## config.mk

```make
export PLATFORM = sky130hd
export DESIGN_NAME = cu_sequencer
export DESIGN_NICKNAME = d
export VERILOG_FILES = /design/src/rtl/cu_sequencer.sv
export SDC_FILE = /design/constraint.sdc
export NUM_CORES = 1
export LEC_CHECK = 0
export ABC_AREA = 0
export BUFFER_PORTS_ARGS = -buffer_cell sky130_fd_sc_hd__buf_2
export CORE_ASPECT_RATIO = 0.9
export CORE_MARGIN = 2
export CORE_UTILIZATION = 30
export DETAILED_ROUTE_END_ITERATION = 6
export GPL_TIMING_DRIVEN = 0
export PLACE_DENSITY = 0.57
export SLEW_MARGIN = 20
export SYNTH_ARGS = -nofsm -noshare
export SYNTH_HDL_FRONTEND = slang
export SYNTH_SLANG_ARGS = --single-unit
export TNS_END_PERCENT = 1
```

## constraint.sdc

```tcl
create_clock -name CLK -period 5.1 [get_ports CLK]
set_input_delay 0.765 -clock CLK [delete_from_list [all_inputs] [get_ports CLK]]
set_output_delay 0.765 -clock CLK [all_outputs]
set_load 0.005 [all_outputs]
```

## src/rtl/cu_sequencer.sv

```systemverilog
// Multi-cycle control-unit sequencer: fetch / execute / write-back / interrupt-entry FSM
// that decodes the opcode into datapath strobes and counts retired instructions.
module cu_sequencer (
  input  logic        CLK,
  input  logic        RST_N,
  input  logic [6:0]  OPCODE,
  input  logic [2:0]  FUNC3,
  input  logic        INTR,
  input  logic        MEM_READY,
  output logic        PC_WE,
  output logic        RF_WE,
  output logic        MEM_RDEN1,
  output logic        MEM_RDEN2,
  output logic        MEM_WE2,
  output logic        CSR_WE,
  output logic        INT_TAKEN,
  output logic        MRET_EXEC,
  output logic        ILLEGAL,
  output logic [31:0] INSTRET
);

  localparam logic [6:0] OP_LOAD   = 7'b0000011;
  localparam logic [6:0] OP_STORE  = 7'b0100011;
  localparam logic [6:0] OP_BRANCH = 7'b1100011;
  localparam logic [6:0] OP_LUI    = 7'b0110111;
  localparam logic [6:0] OP_AUIPC  = 7'b0010111;
  localparam logic [6:0] OP_JAL    = 7'b1101111;
  localparam logic [6:0] OP_JALR   = 7'b1100111;
  localparam logic [6:0] OP_IMM    = 7'b0010011;
  localparam logic [6:0] OP_OP     = 7'b0110011;
  localparam logic [6:0] OP_SYSTEM = 7'b1110011;

  typedef enum logic [2:0] {
    S_INIT,
    S_FETCH,
    S_EXEC,
    S_WB,
    S_INTR
  } state_e;

  state_e      state_q, state_d;
  logic [31:0] instret_q, instret_d;
  logic        is_load;
  logic        retire;

  assign is_load = (OPCODE == OP_LOAD);
  // An instruction retires when it leaves EXEC (non-load) or leaves WB (load).
  assign retire  = ((state_q == S_EXEC) && !is_load) || (state_q == S_WB);

  // NOTE: the async reset clears the counter as well as the state, so a
  // half-finished instruction is dropped without ever being counted.
  always_ff @(posedge CLK or negedge RST_N) begin
    if (!RST_N) begin
      state_q   <= S_INIT;
      instret_q <= '0;
    end else begin
      state_q   <= state_d;
      instret_q <= instret_d;
    end
  end

  always_comb begin
    state_d   = state_q;
    instret_d = instret_q + (retire ? 32'd1 : 32'd0);
    case (state_q)
      S_INIT:  state_d = S_FETCH;
      S_FETCH: state_d = MEM_READY ? S_EXEC : S_FETCH;
      S_EXEC:  state_d = is_load ? S_WB : (INTR ? S_INTR : S_FETCH);
      S_WB:    state_d = INTR ? S_INTR : S_FETCH;
      S_INTR:  state_d = S_FETCH;
      default: state_d = S_INIT;
    endcase
  end

  // NOTE: every strobe gets a 0 default before the case so no path leaves one
  // unassigned, which would otherwise infer a latch.
  always_comb begin
    PC_WE     = 1'b0;
    RF_WE     = 1'b0;
    MEM_RDEN1 = 1'b0;
    MEM_RDEN2 = 1'b0;
    MEM_WE2   = 1'b0;
    CSR_WE    = 1'b0;
    INT_TAKEN = 1'b0;
    MRET_EXEC = 1'b0;
    ILLEGAL   = 1'b0;
    case (state_q)
      S_FETCH: MEM_RDEN1 = 1'b1;
      S_EXEC: begin
        case (OPCODE)
          OP_LOAD:   MEM_RDEN2 = 1'b1;
          OP_STORE: begin
            MEM_WE2 = 1'b1;
            PC_WE   = 1'b1;
          end
          OP_BRANCH: PC_WE = 1'b1;
          OP_LUI, OP_AUIPC, OP_JAL, OP_JALR, OP_IMM, OP_OP: begin
            PC_WE = 1'b1;
            RF_WE = 1'b1;
          end
          OP_SYSTEM: begin
            PC_WE = 1'b1;
            case (FUNC3)
              3'b000:                 MRET_EXEC = 1'b1;
              3'b001, 3'b010, 3'b011: begin
                RF_WE  = 1'b1;
                CSR_WE = 1'b1;
              end
              default:                ILLEGAL = 1'b1;
            endcase
          end
          default: begin
            PC_WE   = 1'b1;
            ILLEGAL = 1'b1;
          end
        endcase
      end
      S_WB: begin
        RF_WE = 1'b1;
        PC_WE = 1'b1;
      end
      S_INTR: begin
        INT_TAKEN = 1'b1;
        PC_WE     = 1'b1;
      end
      default: ;
    endcase
  end

  assign INSTRET = instret_q;

endmodule
```

==> impl_results.md <==
* Crit end category: primary output
* Die X at 83.7 um
* Clock transition at the registers of the reported paths at 0.08 ns
* # clock sinks at 35
* Std cell rows at 26
* P&R area growth vs syn at 27.8%
* Crit-path max FO at 5
* Slew @ Worst Pin at 0.788 ns
* Critical Path AT at 1.82 ns
* Commonest cells after routing, fill and taps aside: buf_2, dfrtp_1, xnor2_1, nor2_1, nand3_1
* Post-DR wirelength/cell at 12.2 um
* DIE HEIGHT at 75.7 um
* CTS H-tree lvls at 2
* Synth Register Bits at 35
* Vias in the first global route at 1,119
* Top FF cell, synth: dfrtp_1
* Delay-heaviest family, CP: simple AND/OR/NAND/NOR gates
* 1st-iter DRT viols at 32
* Initial Util at 30.6%
* Die area at 6330 sq um
* Sequential area share after synthesis at 51.1%
* Sum Neg Setup Slack at 0 ns
* Final clock skew at 0.00676 ns
* Placed insts at 278
* Ys Warns at 0
* CTS root buf: clkbuf_8
* Layout cell share with drive strength beyond 1 at 34.3%
* WP data required at 4.34 ns
* Routability Congestion at 0.701
* Placed Area at 2070 sq um
* Max-Cap Viols at 0
* Final min period at 2.58 ns
* Synthesized area at 1710 sq um
* CTS tree: done
* Slew HR at 47.4%
* Crit-path max cell delay at 0.44 ns
* Antenna violations before repair at 0
* Setup violators final at 0
* Pleak at 1.17 nW
* Fin. Hold Viols at 0
* RSZ-0062 raised after global routing: no
* Vias post-DR at 1,315
* Post-CTS setup buffer count at 0
* Async SR Flop Fraction at 100%
* Post-route cell area at 2190 sq um
* Cell mode on critical path: buf_2
* Hold Path Class: register to register
* Num CTS Buffers at 5
* CTS Hold Bufs at 0
* Via/cell ratio at 4.60
* Slowest-stage cell, CP: or3b_2
* Global Route Usage Sum at 11.1%
* Resize count post-CTS at 0
* Yosys cell types at 34
* Pwr dens at 325 nW/um^2
* Final Slew Violations at 0
* Syn_area_per_cell at 11.1 sq um
* DRT antenna net count at 0
* First-pass GRT wire length at 5.38 mm
* Worst Path Buf+Inv at 2
* Fin cells at 286
* Commonest non-fill, non-tap cell in the layout: buf_2
* Post-Syn Instances at 154
* Number of remaining DRC errors at 0
* Critical-path cell list: buf_2, or3b_2, a21oi_1, nor2_1, o22ai_1, buf_2
* Kind of critical path: primary input to primary output
* Core area at 5600 sq um
* Status: finished, final reports clean
* First-pass DRT Iterations at 4
* Worst setup SP type: primary input
* IO buf count at 54
* Global route total overflow at 0
* Largest net degree at the start of global routing at 36
* Clock buffer depth at 2
* Total Nets Final at 231
* Post-DP HPWL at 2.55 mm
* Final Cycle Share at 50.6%
* Syn nets at 170
* Clk_lat worst skew at 0.29 ns
* Worst vdd ir at 203 uV
* N_diodes at 0
* Highest clock rate at 387 MHz
* Ports at 55
* WL final at 3.49 mm
* Number of flops mapped to enable cells by yosys at 0
==> final timing paths <==
kind / from / endpoint / slack, ns / depth (start not counted)
min in group asynchronous: RST_N / INSTRET[16]$_DFF_PN0_ / 0.55 / 1
max in group asynchronous: RST_N / state_q[0]$_DFF_PN0_ / 4.04 / 1
setup / recovery: OPCODE[6] / RF_WE / 2.52 / 6
hold / removal: INSTRET[31]$_DFF_PN0_ / INSTRET[31]$_DFF_PN0_ / 0.47 / 1
setup reg to reg: state_q[2]$_DFF_PN0_ / INSTRET[28]$_DFF_PN0_ / 2.78 / 8
hold reg to reg: INSTRET[31]$_DFF_PN0_ / INSTRET[31]$_DFF_PN0_ / 0.47 / 1
==> stage by stage <==
stage	utilization, %	hold WS [ns]	power (mW)	setup WS, ns
after floorplan	-	0.468	0.401	2.76
after global placement	37.0	0.458	0.458	2.29
after detailed placement	37.0	0.463	0.460	2.27
after CTS	39.1	0.474	0.723	2.52
after global routing	39.1	0.500	0.757	2.39
final	39.1	0.470	0.712	2.52
==> worst reg2reg max path, cell delays in order (launching register included) <==
cell and delay (ns):
dfrtp_1 0.40, nand2b_1 0.20, a31oi_1 0.27, ha_1 0.23, ha_1 0.20, nand2_1 0.13, nor3_1 0.46, nand3_1 0.17
xnor2_1 0.15
==> per-layer routing <==
layer	GRT usage, %	share of wire (%)	vias to the layer above
met5	0	0	-
met4	4.84	0.86	0
met3	3.79	5.9	4
met2	15.5	43	36
met1	15.6	50	609
li1	-	-	666
==> cells by family (layout without fill, tap and decap cells) <==
group / Yosys count / count (layout) / synth area share [%]
AO/OA/AOI/OAI: 7 / 7 / 2.48
XOR/XNOR: 30 / 30 / 15.3
adder cells (fa/ha/maj): 2 / 2 / 1.46
buffers and inverters: 4 / 66 / 1.31
flip-flops: 35 / 35 / 51.1
AND/OR/NAND/NOR: 76 / 76 / 28.3
==> flip-flops by register name (all words and copies together), names as in the netlist <==
signal,count
INSTRET,32
state_q,3
==> cell usage after synthesis (2+ instances only) <==
library cell / number / area share [%]
dfrtp_1: 35 / 51
xnor2_1: 21 / 11
nand3_1: 15 / 4.4
nor2_1: 15 / 3.3
nand2_1: 9 / 2.0
xor2_1: 9 / 4.6
nand4_1: 6 / 2.2
and3_1: 5 / 1.8
and4_1: 3 / 1.5
inv_1: 3 / 0.66
nor3_1: 3 / 0.88
a21oi_1: 2 / 0.58
and2_1: 2 / 0.73
ha_1: 2 / 1.5
nand4_2: 2 / 1.5
nor3_2: 2 / 1.2
nor4_4: 2 / 2.5
or2_2: 2 / 0.73
==> layout make-up <==
class | instances | area (sq um)
Multi-Input combinational cell | 115 | 815
Timing Repair Buffer | 54 | 270
Inverter | 3 | 11.3
Tap cell | 70 | 87.6
Clock buffer | 6 | 82.6
Sequential cell | 35 | 876
Buffer | 1 | 11.3
Fill cell | 566 | 3410
Clock inverter | 2 | 35.0
==> where the power goes <==
group          total (mW)  switching [mW]  internal [mW]  leakage (nW)
Clock               0.260           0.102          0.158        0.0612
Combinational       0.110          0.0523         0.0574         0.633
Sequential          0.342          0.0357          0.307         0.475
(Power assumes the default switching activity.)
